<file path="config.mk">
export PLATFORM = sky130hd
export DESIGN_NAME = registro_leds_pwm
export DESIGN_NICKNAME = d
export VERILOG_FILES = /design/src/rtl/registro_leds_pwm_pkg.sv /design/src/rtl/registro_leds_pwm_led_tick_gen.sv /design/src/rtl/registro_leds_pwm.sv
export SDC_FILE = /design/constraint.sdc
export NUM_CORES = 1
export LEC_CHECK = 0
export CELL_PAD_IN_SITES_DETAIL_PLACEMENT = 0
export CELL_PAD_IN_SITES_GLOBAL_PLACEMENT = 1
export CORE_MARGIN = 2
export CORE_UTILIZATION = 44
export CTS_BUF_LIST = sky130_fd_sc_hd__clkbuf_2
export CTS_CLUSTER_SIZE = 20
export DETAILED_ROUTE_END_ITERATION = 10
export GPL_ROUTABILITY_DRIVEN = 0
export PLACE_DENSITY_LB_ADDON = 0.1
export SLEW_MARGIN = 5
export SYNTH_ARGS = -nofsm -noshare
export SYNTH_HDL_FRONTEND = slang
export SYNTH_HIERARCHICAL = 1
export SYNTH_SLANG_ARGS = --single-unit
export TNS_END_PERCENT = 50
</file>
<file path="constraint.sdc">
create_clock -name clk -period 1.9 [get_ports clk]
set_input_delay 0.285 -clock clk [delete_from_list [all_inputs] [get_ports clk]]
set_output_delay 0.285 -clock clk [all_outputs]
set_load 0.05 [all_outputs]
</file>
<file path="src/rtl/registro_leds_pwm_pkg.sv">
// Shared constants for the LED/PWM peripheral: register addresses and CTRL bit positions.
package registro_leds_pwm_pkg;

  localparam logic [1:0] ADDR_DATA  = 2'd0;
  localparam logic [1:0] ADDR_BLINK = 2'd1;
  localparam logic [1:0] ADDR_DUTY  = 2'd2;
  localparam logic [1:0] ADDR_CTRL  = 2'd3;

  localparam int unsigned CTRL_EN  = 0;
  localparam int unsigned CTRL_INV = 1;

endpackage

</file>
<file path="src/rtl/registro_leds_pwm_led_tick_gen.sv">
// Prescaler producing a one-cycle tick on each wrap, plus a blink phase that toggles
// every BLINK_TICKS ticks. A clear restarts both from a known phase.
module led_tick_gen #(
  parameter int unsigned PRESC_DIV   = 50000,
  parameter int unsigned BLINK_TICKS = 250
) (
  input  logic clk,
  input  logic reset,
  input  logic clear,
  output logic tick,
  output logic blinkPhase
);

  localparam int unsigned PW = (PRESC_DIV > 1) ? $clog2(PRESC_DIV) : 1;
  localparam int unsigned BW = (BLINK_TICKS > 1) ? $clog2(BLINK_TICKS) : 1;
  localparam logic [PW-1:0] PRESC_MAX = PW'(PRESC_DIV - 1);
  localparam logic [BW-1:0] BLINK_MAX = BW'(BLINK_TICKS - 1);

  logic [PW-1:0] presc_q;
  logic [BW-1:0] blink_cnt_q;
  logic          phase_q;

  assign tick       = (presc_q == PRESC_MAX);
  assign blinkPhase = phase_q;

  always_ff @(posedge clk) begin
    if (reset || clear) begin
      presc_q     <= '0;
      blink_cnt_q <= '0;
      phase_q     <= 1'b1;
    end else begin
      presc_q <= tick ? '0 : presc_q + 1'b1;
      if (tick) begin
        if (blink_cnt_q == BLINK_MAX) begin
          blink_cnt_q <= '0;
          phase_q     <= ~phase_q;
        end else begin
          blink_cnt_q <= blink_cnt_q + 1'b1;
        end
      end
    end
  end

endmodule

</file>
<file path="src/rtl/registro_leds_pwm.sv">
// Memory-mapped LED peripheral: DATA/BLINK/DUTY/CTRL registers with readback,
// per-LED blink, global PWM brightness, enable and inversion on a registered output.
module registro_leds_pwm
  import registro_leds_pwm_pkg::*;
#(
  parameter int unsigned WIDTH       = 8,
  parameter int unsigned PWM_BITS    = 4,
  parameter int unsigned PRESC_DIV   = 50000,
  parameter int unsigned BLINK_TICKS = 250
) (
  input  logic             clk,
  input  logic             reset,
  input  logic             chipSelect,
  input  logic             write,
  input  logic             read,
  input  logic [1:0]       address,
  input  logic [WIDTH-1:0] dataWrite,
  output logic [WIDTH-1:0] dataRead,
  output logic [WIDTH-1:0] bus_leds
);

  logic [WIDTH-1:0]    data_q, blink_q, data_read_q, leds_q;
  logic [WIDTH-1:0]    rd_mux, led_on;
  logic [PWM_BITS-1:0] duty_q, pwm_cnt_q;
  logic [1:0]          ctrl_q;
  logic                wr_en, rd_en, ctrl_clear, blink_phase, pwm_on;

  assign wr_en      = chipSelect & write;
  assign rd_en      = chipSelect & read;
  assign ctrl_clear = wr_en && (address == ADDR_CTRL);

  led_tick_gen #(
    .PRESC_DIV  (PRESC_DIV),
    .BLINK_TICKS(BLINK_TICKS)
  ) u_tick_gen (
    .clk       (clk),
    .reset     (reset),
    .clear     (ctrl_clear),
    .tick      (),
    .blinkPhase(blink_phase)
  );

  always_comb begin
    rd_mux = '0;
    case (address)
      ADDR_DATA:  rd_mux = data_q;
      ADDR_BLINK: rd_mux = blink_q;
      ADDR_DUTY:  rd_mux = WIDTH'(duty_q);
      default:    rd_mux = WIDTH'(ctrl_q);
    endcase
  end

  // All-ones duty is forced fully on; a plain compare would drop the top count.
  always_comb begin
    pwm_on = 1'b0;
    if (duty_q == '1) begin
      pwm_on = 1'b1;
    end else if (duty_q != '0) begin
      pwm_on = (pwm_cnt_q < duty_q);
    end
  end

  assign led_on = {WIDTH{ctrl_q[CTRL_EN] & pwm_on}} & data_q
                & (~blink_q | {WIDTH{blink_phase}});

  always_ff @(posedge clk) begin
    if (reset) begin
      data_q      <= '0;
      blink_q     <= '0;
      duty_q      <= '1;
      ctrl_q      <= 2'b01;
      pwm_cnt_q   <= '0;
      data_read_q <= '0;
      leds_q      <= '0;
    end else begin
      pwm_cnt_q <= pwm_cnt_q + 1'b1;
      leds_q    <= led_on ^ {WIDTH{ctrl_q[CTRL_INV]}};
      if (rd_en) begin
        data_read_q <= rd_mux;
      end
      if (wr_en) begin
        case (address)
          ADDR_DATA:  data_q  <= dataWrite;
          ADDR_BLINK: blink_q <= dataWrite;
          ADDR_DUTY:  duty_q  <= dataWrite[PWM_BITS-1:0];
          default:    ctrl_q  <= dataWrite[1:0];
        endcase
      end
    end
  end

  assign dataRead = data_read_q;
  assign bus_leds = leds_q;

endmodule

</file>
==> impl_results.md <==
* Status: finished clean
* Worst slew margin at 54.4%
* Hold Path Class: input port to register
* Internal cell power at 1.72 mW
* Antenna Nets Post-Route at 0
* Async set or reset register ratio after synthesis at 0%
* Total track usage at 19.1%
* Ys flop type: dfxtp_1
* Ratio of cells with drive above 1 in the final layout at 12.6%
* Worst-Margin Slew at 682 ps
* Worst Path Max Fanout at 9
* CTS Buf Count at 9
* Fillers at 663
* Multi-input gate area at 0.00158 mm^2
* Syn Inst Count at between 300 and 400
* FP Rows at 30
* CTS sink cnt at 67
* Via/cell ratio at around 5.2
* Worst-path clk slew at 190 ps
* Crit path largest cell delay at around 410 ps
* TNS Setup at 0 ps
* Hold_buf cts at 0
* Die extent in y at 87.5 um
* Combinational share of power at between 10% and 20%
* Pwr Density at about 670 mW/mm^2
* Leak pwr at 1.50 nW
* Deepest clock path buffer count at 2
* Worst Clk Skew at 31.2 ps
* CTS tree: yes
* Tmin final at 1730 ps
* Tot Pwr at 2.42 mW
* CP Launch Type: register
* Syn avg cell area at about 8.6 um^2
* Sw frac at between 20% and 30%
* Global Route met3 Usage at approximately 3%
* Final hold viol count at 0
* Ports at 31
* Pins Over Slew Limit at 0
* Syn_nets at 377
* Fin area at approximately 0.0036 mm^2
* Sequential cell fraction of total power at 60.5%
* Pin count of the biggest net entering global routing at 23
* Gr busiest metal: met2
* ANT cells at 0
* RSZ-0062 raised after global routing: false
* Mapped cell area at 0.00307 mm^2
* Period Utilization, post-route at 90.9%
* Max Cap Viol at 0
* Cell Area, Placed at 0.00351 mm^2
* Crit-path slowest cell: dfxtp_1
* Reg2reg start: u_tick_gen/presc_q[0]
* Max frequency at 579 MHz
* Nets at ~420
* Seq cells post-synth at 67
* Vias in the first global route at about 2.4k
* First DRT Iteration DRCs at between 100 and 150
* YS warnings at 6
* Critical Path Source: u_tick_gen/presc_q[0]
* Number of H-tree levels at 3
* CTS root buffer: clkbuf_2
* First-pass GRT wire length at ~11000 um
* Core area at 0.00676 mm^2
* Arrival time at the worst endpoint at between 2000 and 2500 ps
* Total grt overflow at 0
* CP cell instances: ha_1, and3_1, nand4_4, buf_4, or3_1, nand3_1
* WS Path Type: register to register
* Final HPWL from detailed placement at 4790 um
* DIE WIDTH at between 80 and 90 um
* Final core occ at 53.6%
* Beginning of the worst hold path: dataWrite[7]
* Met2 Use GR at between 30% and 40%
* Met1 GRT Util at 24.4%
* Area Overhead vs Synth at 18.1%
* Clock power frac at between 20% and 30%
* I/O Buffers at 30
* DR WL/cell at 13.7 um
* DP Worst Slack at 48.6 ps
* Die area at 0.00765 mm^2
* FF+latch area at 0.00134 mm^2
* Worst Setup Slack, final at around 170 ps
* Router iterations before antenna repair at 4
* # setup viols final at 0
* Drt drc at 0
* Starting Density at 45.4%
* Register area share after synthesis at 43.8%
* Crit path required time at 2330 ps
* Initial antenna violation count at 0
* CP Capture Type: register
* Post-synth cell types at 55
* VDD IR max at 0.000319 V
* Clock Latency Late Sink at roughly 500 ps
* Vias at 2518
* Number of synthesized flops with an enable pin at 0
* WL final at around 6600 um
* Sw Pwr at ~0.69 mW
## per-stage QoR
step           hold slack, ps  instances
2_1_floorplan             403        355
3_3_place_gp              442        466
3_5_place_dp              446        466
4_1_cts                   322        482
5_1_grt                   330        485
6_report                  354        485
## flip-flops by register name (all words and copies together), names as in the netlist
name                    flops
u_tick_gen/presc_q         16
bus_leds                    8
dataRead                    8
ctrl_q                      2
data_q                      8
pwm_cnt_q                   4
u_tick_gen/blinkPhase       1
u_tick_gen/blink_cnt_q      8
duty_q                      4
blink_q                     8
## cells in the final DEF, fill, tap and decap left out, types with 2 or more instances in the layout
cell,count
mux2i_1,10
or3_1,4
a31oi_1,2
xor2_1,3
and2_1,4
nand3_1,9
ha_1,7
inv_1,23
xnor2_1,12
nand4_1,4
dlygate4sd2_1,16
o21ai_0,14
clkinv_1,3
buf_4,15
a211oi_1,4
a21oi_1,25
dfxtp_1,66
clkinvlp_4,2
mux2_2,4
and3_1,3
clkbuf_2,10
a22oi_1,4
nor3_1,7
inv_6,2
a211o_1,4
nand2_1,58
nor2b_1,2
nor2_1,38
clkdlybuf4s50_1,14
or2_2,2
nor4_1,6
## synth_stat cells (6+ instances only)
cell type	number	area share, %
dfxtp_1	67	44
nand2_1	58	7.1
nor2_1	38	4.7
a21oi_1	25	4.1
inv_1	23	2.8
o21ai_0	14	2.3
xnor2_1	12	3.4
mux2i_1	10	3.3
nand3_1	9	1.5
ha_1	7	2.9
nor3_1	7	1.1
nor4_1	6	1.2
## metal layers
layer  part of all wire, %  up-vias
met5                     0        -
li1                      -     1311
met3                   2.6        8
met2                    47       39
met1                    49     1160
met4                   1.6        0
## final cells by class
| class | instances | area share (%) |
|---|---|---|
| clock inverter | 6 | 1.11 |
| timing repair buffer | 46 | 11.4 |
| tap | 80 | 2.77 |
| sequential | 67 | 37.1 |
| multi-input combinational | 252 | 43.8 |
| clock buffer | 10 | 1.38 |
| inverter | 24 | 2.49 |
## worst max-delay path, delay by kind of cell (launching register included)
family,cells,cell delay [ps]
AND/OR/NAND/NOR,4,850
flip-flops,1,410
adder cells (fa/ha/maj),1,210
buffers and inverters,1,200
## kinds of logic after synthesis
| group | share of synthesized area [%] |
|---|---|
| adders and majority gates | 2.86 |
| xor gates and xnor gates | 4.29 |
| DFF | 43.8 |
| buffers and inverters | 5.02 |
| AOI/OAI and AO/OA | 13.4 |
| muxes | 6.33 |
| and+or+nand+nor | 24.3 |
## final timing paths
check	to	depth (start not counted)	slack, ps
hold / removal	blink_q[7]	3	350
setup reg to reg	u_tick_gen/blinkPhase	6	170
setup / recovery	u_tick_gen/blinkPhase	6	170
hold reg to reg	dataRead[0]	2	460
## power by group through the flow
stage / clock (mW) / sequential [mW] / combinational (mW)
floorplan: 0 / 1.52 / 0.119
global placement: 0 / 1.49 / 0.251
detailed placement: 0 / 1.49 / 0.252
CTS: 0.737 / 1.46 / 0.247
global route: 0.798 / 1.47 / 0.271
finish: 0.708 / 1.46 / 0.244
## what timing repair did
| action | CTS | global route |
|---|---|---|
| pin swaps | 0 | 1 |
| gates resized for setup | 16 | 3 |
| buffers inserted | 0 | 3 |
| setup endpoints to repair | 16 | 13 |
(Power assumes the default switching activity.)
